<file path="config.mk">
export PLATFORM = sky130hd
export DESIGN_NAME = reg_alu_sequencer
export DESIGN_NICKNAME = d
export VERILOG_FILES = /design/src/rtl/reg_alu_sequencer.sv
export SDC_FILE = /design/constraint.sdc
export NUM_CORES = 1
export LEC_CHECK = 0
export BUFFER_PORTS_ARGS = -buffer_cell sky130_fd_sc_hd__buf_4
export CORE_MARGIN = 2
export CORE_UTILIZATION = 56
export CTS_BUF_LIST = sky130_fd_sc_hd__clkbuf_4
export CTS_CLUSTER_SIZE = 25
export DETAILED_ROUTE_END_ITERATION = 16
export GPL_ROUTABILITY_DRIVEN = 0
export HOLD_SLACK_MARGIN = 0.12
export PLACE_DENSITY_LB_ADDON = 0.15
export SYNTH_ARGS = -nofsm -noshare
export SYNTH_HDL_FRONTEND = slang
export SYNTH_SLANG_ARGS = --single-unit
</file>
<file path="constraint.sdc">
create_clock -name clk -period 6.4 [get_ports clk]
set_input_delay 1.28 -clock clk [delete_from_list [all_inputs] [get_ports clk]]
set_output_delay 1.28 -clock clk [all_outputs]
set_load 0.1 [all_outputs]
</file>
<file path="src/rtl/reg_alu_sequencer.sv">
// Purpose  : multi-cycle LDI/ADD/SUB/MUL controller feeding a 4x16 register file through
//            one read port and one write port.
// Latency  : accept-to-writeback LDI 1, ADD/SUB 4, MUL 3+WIDTH cycles.
// Backpres.: instr_ready only in IDLE and not in reset; one instruction in flight, no overlap.
//
// Ports:
//   clk, reset                        clock and synchronous active-high reset
//   instr_valid/instr_ready           instruction handshake (accept when both high)
//   instr_op/dst/src/imm              opcode (00 LDI,01 ADD,10 SUB,11 MUL), dst (= operand A),
//                                     src (operand B), immediate for LDI
//   rf_read_index / rf_read_data      register file read port (combinational read data)
//   rf_write_index/_enable/_data      register file write port, driven for one WB cycle
//   busy, done                        not-IDLE indicator; one-cycle pulse with the write
//   flag_zero, flag_carry             present only when ALU_FLAGS_EN is defined; updated
//                                     on the writeback edge
module reg_alu_sequencer #(
  parameter int WIDTH = 16,
  parameter int IDX_W = 2
) (
  input  logic             clk,
  input  logic             reset,
  input  logic             instr_valid,
  output logic             instr_ready,
  input  logic [1:0]       instr_op,
  input  logic [IDX_W-1:0] instr_dst,
  input  logic [IDX_W-1:0] instr_src,
  input  logic [WIDTH-1:0] instr_imm,
  output logic [IDX_W-1:0] rf_read_index,
  input  logic [WIDTH-1:0] rf_read_data,
  output logic [IDX_W-1:0] rf_write_index,
  output logic             rf_write_enable,
  output logic [WIDTH-1:0] rf_write_data,
  output logic             busy,
  output logic             done
`ifdef ALU_FLAGS_EN
  ,
  output logic             flag_zero,
  output logic             flag_carry
`endif
);

  localparam logic [1:0] OP_LDI = 2'b00;
  localparam logic [1:0] OP_ADD = 2'b01;
  localparam logic [1:0] OP_SUB = 2'b10;
  localparam logic [1:0] OP_MUL = 2'b11;

  localparam int CNT_W = 5;

  // The multiplier only needs the full double-width product when the carry
  // flag has to report overflow; otherwise the low WIDTH bits suffice.
`ifdef ALU_FLAGS_EN
  localparam int PW = 2 * WIDTH;
`else
  localparam int PW = WIDTH;
`endif

  typedef enum logic [2:0] {
    IDLE = 3'd0,
    RD_A = 3'd1,
    RD_B = 3'd2,
    EXEC = 3'd3,
    WB   = 3'd4
  } state_t;

  state_t state_q, state_d;

  logic [1:0]       op_q;
  logic [IDX_W-1:0] dst_q;
  logic [IDX_W-1:0] src_q;
  logic [IDX_W-1:0] read_idx_q;
  logic [WIDTH-1:0] a_q;
  logic [WIDTH-1:0] b_q;       // operand B; shifted right one bit per MUL step
  logic [PW-1:0]    mcand_q;   // operand A, shifted left one bit per MUL step
  logic [PW-1:0]    acc_q;     // shift-add partial product
  logic [CNT_W-1:0] cnt_q;
  logic [WIDTH-1:0] result_q;

  logic             accept;
  logic             mul_last;
  logic [WIDTH-1:0] sum_w;
  logic [WIDTH-1:0] diff_w;
  logic [PW-1:0]    partial;
  logic [PW-1:0]    acc_next;

`ifdef ALU_FLAGS_EN
  logic             carry_q;
  logic             sum_c;
  logic             diff_c;
`endif

  // Instruction fields are only looked at on the accept edge, so garbage on
  // instr_* while instr_valid is low never reaches any state.
  assign accept   = instr_valid && (state_q == IDLE) && !reset;
  assign mul_last = (cnt_q == CNT_W'(WIDTH - 1));

`ifdef ALU_FLAGS_EN
  // The extra top bit of the subtraction is the borrow, i.e. A < B.
  assign {sum_c, sum_w}   = {1'b0, a_q} + {1'b0, b_q};
  assign {diff_c, diff_w} = {1'b0, a_q} - {1'b0, b_q};
`else
  assign sum_w  = a_q + b_q;
  assign diff_w = a_q - b_q;
`endif

  assign partial  = b_q[0] ? mcand_q : '0;
  assign acc_next = acc_q + partial;

  assign rf_read_index  = read_idx_q;
  assign rf_write_index = dst_q;
  assign rf_write_data  = result_q;

  // ---------------------------------------------------------------------
  // FSM state register
  // ---------------------------------------------------------------------
  always_ff @(posedge clk) begin
    if (reset) begin
      state_q <= IDLE;
    end else begin
      state_q <= state_d;
    end
  end

  // ---------------------------------------------------------------------
  // FSM next state and control outputs
  // ---------------------------------------------------------------------
  always_comb begin
    state_d         = state_q;
    instr_ready     = (state_q == IDLE) && !reset;
    busy            = (state_q != IDLE);
    // Gating with reset makes an abort in the WB cycle suppress the write.
    rf_write_enable = (state_q == WB) && !reset;
    done            = (state_q == WB) && !reset;

    case (state_q)
      IDLE: begin
        if (accept) begin
          state_d = (instr_op == OP_LDI) ? WB : RD_A;
        end
      end
      RD_A: state_d = RD_B;
      RD_B: state_d = EXEC;
      EXEC: begin
        if (op_q != OP_MUL || mul_last) begin
          state_d = WB;
        end
      end
      WB:      state_d = IDLE;
      default: state_d = IDLE;
    endcase
  end

  // ---------------------------------------------------------------------
  // Datapath
  // ---------------------------------------------------------------------
  always_ff @(posedge clk) begin
    if (reset) begin
      op_q       <= OP_LDI;
      dst_q      <= '0;
      src_q      <= '0;
      read_idx_q <= '0;
      a_q        <= '0;
      b_q        <= '0;
      mcand_q    <= '0;
      acc_q      <= '0;
      cnt_q      <= '0;
      result_q   <= '0;
`ifdef ALU_FLAGS_EN
      carry_q    <= 1'b0;
`endif
    end else begin
      case (state_q)
        IDLE: begin
          if (accept) begin
            op_q  <= instr_op;
            dst_q <= instr_dst;
            src_q <= instr_src;
            if (instr_op == OP_LDI) begin
              result_q <= instr_imm;
`ifdef ALU_FLAGS_EN
              carry_q  <= 1'b0;
`endif
            end else begin
              // Presented during RD_A; LDI leaves the read index untouched.
              read_idx_q <= instr_dst;
            end
          end
        end

        RD_A: begin
          a_q        <= rf_read_data;
          read_idx_q <= src_q;
        end

        RD_B: begin
          b_q     <= rf_read_data;
          mcand_q <= PW'(a_q);
          acc_q   <= '0;
          cnt_q   <= '0;
        end

        EXEC: begin
          case (op_q)
            OP_ADD: begin
              result_q <= sum_w;
`ifdef ALU_FLAGS_EN
              carry_q  <= sum_c;
`endif
            end
            OP_SUB: begin
              result_q <= diff_w;
`ifdef ALU_FLAGS_EN
              carry_q  <= diff_c;
`endif
            end
            OP_MUL: begin
              // One bit of B per cycle, LSB first.
              acc_q   <= acc_next;
              mcand_q <= mcand_q << 1;
              b_q     <= b_q >> 1;
              cnt_q   <= cnt_q + CNT_W'(1);
              if (mul_last) begin
                result_q <= acc_next[WIDTH-1:0];
`ifdef ALU_FLAGS_EN
                carry_q  <= |acc_next[PW-1:WIDTH];
`endif
              end
            end
            default: begin
            end
          endcase
        end

        default: begin
        end
      endcase
    end
  end

`ifdef ALU_FLAGS_EN
  // ---------------------------------------------------------------------
  // Status flags, captured only as the write is issued
  // ---------------------------------------------------------------------
  always_ff @(posedge clk) begin
    if (reset) begin
      flag_zero  <= 1'b0;
      flag_carry <= 1'b0;
    end else if (state_q == WB) begin
      flag_zero  <= (result_q == '0);
      flag_carry <= carry_q;
    end
  end
`endif

endmodule

</file>
==> reports/metrics.csv, run 1 <==
metric,value,unit
min-delay src,rf_write_data[13],
worst hold-check path type,flip-flop to flip-flop,
latest clock arrival within the worst-skew pair,0.46,ns
Post-synth EDFFs,0,
initial antenna violation count,0,
count of cell types in the netlist,60,
H-tree depth,3,
clk slew on worst S/H paths,0.14,ns
Synth Area in Compound Gates,25.1,%
CP Class,input port to output pin,
final wirelength,15500,um
Die Ht,106,um
Die ar.,11200,um2
share of layout cells above drive strength 1,12.1,%
Synth Instances,744,
dpl cells,898,
Initial DRT Pass Iterations,5,
Fin. Hold Viols,0,
Area growth syn-to-layout,10.9,%
CP Capture Type,output pin,
adder-cell share of the synthesized area,8.27,%
Worst-Margin Slew,1.18,ns
Final TNS setup,0,ns
Commonest cells post-synth,"nand2_1 (129), a21oi_1 (103), dfxtp_1 (96), nor2_1 (52), clkbuf_1 (39)",
Non-Filler Instances,913,
post-synthesis xor/xnor area fraction,6.36,%
via density per instance,5.97,
vias in the first global route,5087,
Detailed Place HPWL,11400,um
R2R setup slack,2.95,ns
worst path bufs/invs,2,
synth top area cells,"dfxtp_1 (33%), a21oi_1 (8.9%), nand2_1 (8.4%)",
multiplexer area fraction after synthesis,1.21,%
Tot GR Track Use,28.0,%
Max-Cap Viols,0,
WHS Endpoint,rf_write_data[13],
via count,5452,
largest net degree at the start of global routing,99,
Worst path most repeated cell,buf_4,
RSZ-0062 raised after global routing,no,
hold depth,2,
Final Slew Violations,0,
CP Launch Type,input port,
total grt overflow,0,
WP data required,5.12,ns
Top delay family on crit path,buffers and inverters,
Post-Synth Simple-Gate Area,21.5,%
wire length per cell,17.0,um
Die X,106,um
run status,"finished, final reports clean",
arrival time at the worst endpoint,2.52,ns
Hold WS,0.456,ns
CTS buffer count,9,
post-CTS setup buffers,0,
first-pass GRT wire length,25200,um
Yosys top cell by area,dfxtp_1,
fraction of registers with async set/reset,0,%
"slowest stage delay, CP",0.72,ns
CTS tree,built,
syn_area_per_cell,7.77,um2
Routed Antenna Nets,0,
post-synth top area share,33.2,%
CTS Sinks,96,
final period utilization,59.4,%
reg2reg start,b_q[0],
relative slew slack,21.0,%
"Seq/Total Area, Yosys",33.2,%
FP Rows,37,
hold-fix buffers at CTS,0,
leakage dissipation,2.49,nW
Initial Util,56.8,%
CTS Root Buffer Type,clkbuf_4,
CP max-delay cell,buf_4,
CTS max path bufs,2,
Iteration-0 DRC Markers,348,
most frequent cell after synthesis,nand2_1,
RR Endpoint,rf_write_data[11],
critical path cell sequence,buf_4 -> nor2_1 -> buf_4,
io pins,65,
Max VDD drop,191,uV
CORE AREA,10200,um2
Yosys reg bits,96,
CTS resizes,0,
antenna diode count,0,
input/output buffers,64,
overall power,0.00188,W
final worst slack,2.60,ns
PD cells,294,nW/um2
Setup-failing EPs final,0,
pre-CTS WS,2.62,ns
skew final,0.0130,ns
syn_nets,822,
synthesized cell area,5780,um2
post-layout min period,3.80,ns
largest family of logic cells by synthesized area,compound AO/OA/AOI/OAI gates,
fin nets,851,
worst-path fanout max,98,
dominant synthesized flop cell,dfxtp_1,
synth warn,0,
DRC violations left,0,
f_max,0.263,GHz
R2R cell count,12,
[registers in the layout, indices dropped and copies added (netlist names)]
signal / flops
a_q: 16
acc_q: 16
b_q: 16
cnt_q: 5
mcand_q: 16
op_q: 2
rf_read_index: 2
rf_write_data: 16
rf_write_index: 2
src_q: 2
state_q: 3
[where the power goes]
part	internal, W	switching (W)
Combinational	0.000320	0.000553
Sequential	0.000639	0.0000472
Clock	0.000124	0.000198
Total	0.00108	0.000799
[worst max path at each step]
stage | depth (start not counted) | start | endpoint | slack, ns
finish | 3 | reset | instr_ready | 2.60
global route | 3 | reset | instr_ready | 2.51
CTS | 3 | reset | instr_ready | 2.62
detailed placement | 3 | reset | instr_ready | 2.62
global placement | 3 | reset | instr_ready | 2.64
floorplan | 4 | reset | rf_write_enable | 1.22
[logic make-up after synthesis]
| logic type | after synthesis |
|---|---|
| compound gates | 229 |
| buf+inv | 64 |
| simple gates | 269 |
| mux | 7 |
| flops | 96 |
| fa+ha+maj | 37 |
| xor+xnor | 42 |
[cell type report]
class / instances / area (um2)
multi-input cells: 584 / 3630
fillers: 965 / 3780
inverters: 15 / 56.3
flip-flops and latches: 96 / 1920
repair buffers: 67 / 503
clock buffers: 11 / 82.6
well taps: 136 / 170
clock inverters: 4 / 46.3
[cell usage in the layout (no fill, tap or decap), drive strengths merged, types with 8 or more instances in the layout]
cell	Yosys	final
ha	35	35
xnor2	29	29
nand2	129	129
a21oi	103	103
inv	15	15
buf	10	67
o21a	9	9
nor2b	8	8
nor3	16	16
a31oi	8	8
o211ai	9	9
nor2	53	53
xor2	13	13
nand3	11	11
o21ai	17	17
a22oi	36	36
a21o	9	9
clkbuf	39	11
and2	18	18
dfxtp	96	96
[worst register-to-register path, cell delays in order, from the launching register on]
cell and delay, ns:
dfxtp_1 0.67, inv_1 0.10, ha_1 0.22, nor2b_1 0.16, a21oi_1 0.17, xnor2_1 0.14
ha_1 0.31, a2111o_1 0.46, o21ai_0 0.25, nor2b_1 0.20, xor2_1 0.26, a21oi_1 0.13
a32o_1 0.30
[metal layers]
| layer | share of wire (%) | GRT usage [%] | up-vias |
|---|---|---|---|
| met5 | 0 | 0 | - |
| met4 | 2.0 | 8.74 | 0 |
| met3 | 6.0 | 5.44 | 27 |
| met2 | 46 | 44.4 | 180 |
| met1 | 46 | 38.5 | 2549 |
| li1 | - | - | 2696 |
[through the flow]
stage               instance area [um2]  utilization, %
floorplan                          5790               -
global placement                   6280            61.7
detailed placement                 6280            61.7
CTS                                6410            62.9
global route                       6410            62.9
finish                             6410            62.9
(Power assumes the default switching activity.)
==> inputs of run 2 (changes only) <==
--- a/config.mk
+++ b/config.mk
@@ -5,6 +5,7 @@
 export SDC_FILE = /design/constraint.sdc
 export NUM_CORES = 1
 export LEC_CHECK = 0
+export ABC_AREA = 1
 export BUFFER_PORTS_ARGS = -buffer_cell sky130_fd_sc_hd__buf_4
 export CORE_MARGIN = 2
 export CORE_UTILIZATION = 56
==> constraint.sdc (replaced) <==
create_clock -name clk -period 3.82 [get_ports clk]
set_input_delay 0.764 -clock clk [delete_from_list [all_inputs] [get_ports clk]]
set_output_delay 0.764 -clock clk [all_outputs]
set_load 0.1 [all_outputs]
==> reports/metrics.csv, run 2 <==
metric,value,unit
input/output buffers,64,
fraction of registers with async set/reset,0,%
io pins,65,
Yosys reg bits,96,
hold-fix buffers at CTS,0,
Initial DRT Pass Iterations,5,
H-tree depth,3,
Die X,108,um
count of cell types in the netlist,45,
syn_nets,1016,
vias in the first global route,5485,
post-synth top area share,31.7,%
synth warn,0,
Synth Instances,938,
CTS buffer count,9,
most frequent cell after synthesis,nand2_1,
run status,"finished, final reports clean",
Detailed Place HPWL,12400,um
Routed Antenna Nets,0,
first-pass GRT wire length,27100,um
Die Ht,108,um
Area growth syn-to-layout,11.2,%
worst-path fanout max,20,
CTS max path bufs,2,
leakage dissipation,3.26,nW
post-CTS setup buffers,0,
most frequent cells in the layout,"nand2_1 (294), inv_1 (96), dfxtp_1 (96), nor2_1 (95), buf_4 (71)",
Initial Util,56.7,%
Post-synth EDFFs,0,
antenna diode count,0,
via density per instance,5.41,
PD cells,638,nW/um2
f_max,0.336,GHz
relative slew slack,53.9,%
WP data required,4.21,ns
final period utilization,77.9,%
"Seq/Total Area, Yosys",31.7,%
worst hold-check path type,input port to flip-flop,
CTS tree,built,
skew final,0.0135,ns
Worst-Margin Slew,0.691,ns
Tot GR Track Use,29.6,%
CTS Sinks,96,
arrival time at the worst endpoint,3.36,ns
via count,6113,
Final Slew Violations,0,
total grt overflow,0,
FP Rows,38,
synthesized cell area,6070,um2
latest clock arrival within the worst-skew pair,0.48,ns
Final TNS setup,0,ns
Commonest cells post-synth,"nand2_1 (294), nor2_1 (97), dfxtp_1 (96), inv_1 (96), a21oi_1 (64)",
CP Launch Type,flip-flop,
final wirelength,16400,um
DRC violations left,0,
Max VDD drop,384,uV
Iteration-0 DRC Markers,489,
dominant synthesized flop cell,dfxtp_1,
fin util,63.1,%
"commonest non-fill, non-tap cell in the layout",nand2_1,
Hold WS,0.456,ns
Yosys top cell by area,dfxtp_1,
CP Capture Type,flip-flop,
CORE AREA,10700,um2
Max-Cap Viols,0,
Die ar.,11700,um2
initial antenna violation count,0,
fin nets,1063,
wire length per cell,14.5,um
Setup-failing EPs final,0,
syn_area_per_cell,6.47,um2
Fin. Hold Viols,0,
CTS resizes,0,
RSZ-0062 raised after global routing,no,
clk slew on worst S/H paths,0.14,ns
synth top area cells,"dfxtp_1 (32%), nand2_1 (18%), ha_1 (7.2%)",
post-layout min period,2.97,ns
share of layout cells above drive strength 1,11.3,%
CTS Root Buffer Type,clkbuf_4,
CP Class,flip-flop to flip-flop,
largest net degree at the start of global routing,56,
[run 2: cell count changes after synthesis, sizes merged, moves of 35 or more]
cell	delta
nand3	+51
nor2	+50
inv	+85
a21oi	-37
nand2	+167
a22oi	-35
[run 2: critical path, stage by stage (launching register included)]
cell	delay, ns
dfxtp_1	0.32
buf_4	0.20
inv_1	0.07
ha_1	0.14
inv_1	0.05
nor2_1	0.16
nand2_1	0.10
o31ai_1	0.25
xor2_1	0.18
inv_1	0.06
ha_1	0.33
nand2_1	0.13
inv_1	0.06
a21oi_1	0.14
nand2_1	0.12
or2_2	0.29
nand3_1	0.07
nand3_1	0.08
o211ai_1	0.09
inv_1	0.05
[run 2: cell type report]
class / count / area, um2
fill: 1109 / 3950
multi-input combinational: 707 / 3630
sequential: 96 / 1920
timing repair buffer: 71 / 533
inverter: 100 / 378
tap: 140 / 175
clock buffer: 11 / 82.6
clock inverter: 4 / 22.5
[run 2: cells by family after synthesis]
group                      Yosys count  synth area share [%]
and+or+nand+nor                    482                  32.9
adders and majority gates           37                  7.88
DFF                                 96                  31.7
buffers and inverters              135                  8.91
muxes                                1                 0.165
AOI/OAI and AO/OA                  163                  15.1
xor gates and xnor gates            24                  3.46
[run 2: worst paths after layout]
kind / from / to / slack (ns) / cells after the start
setup reg to reg: b_q[0] / rf_write_data[7] / 0.85 / 19
setup / recovery: b_q[0] / rf_write_data[7] / 0.85 / 19
hold reg to reg: a_q[0] / mcand_q[0] / 0.47 / 2
hold / removal: instr_src[0] / src_q[0] / 0.46 / 3
[run 2: report_power, final]
| group | internal, W | total, W | switching [W] |
|---|---|---|---|
| logic | 0.000804 | 0.00258 | 0.00178 |
| registers | 0.00113 | 0.00124 | 0.000116 |
| clock network | 0.000142 | 0.000483 | 0.000341 |
| total | 0.00207 | 0.00430 | 0.00223 |
[run 2: stage by stage]
step / power (W) / cell area [um2] / cells / setup slack [ns]
final: 0.00430 / 6750 / 1129 / 0.845
after global routing: 0.00468 / 6750 / 1129 / 0.489
after CTS: 0.00428 / 6750 / 1129 / 0.859
after detailed placement: 0.00380 / 6640 / 1114 / 0.896
after global placement: 0.00378 / 6640 / 1114 / 0.934
after floorplan: 0.00325 / 6070 / 938 / 0.233
[run 2: per-layer routing]
layer	up-vias	routed length, um	GRT usage [%]
met3	20	1130	5.06
met4	0	282	9.07
li1	3134	-	-
met5	-	0	0
met2	205	7370	46.8
met1	2754	7640	41.2
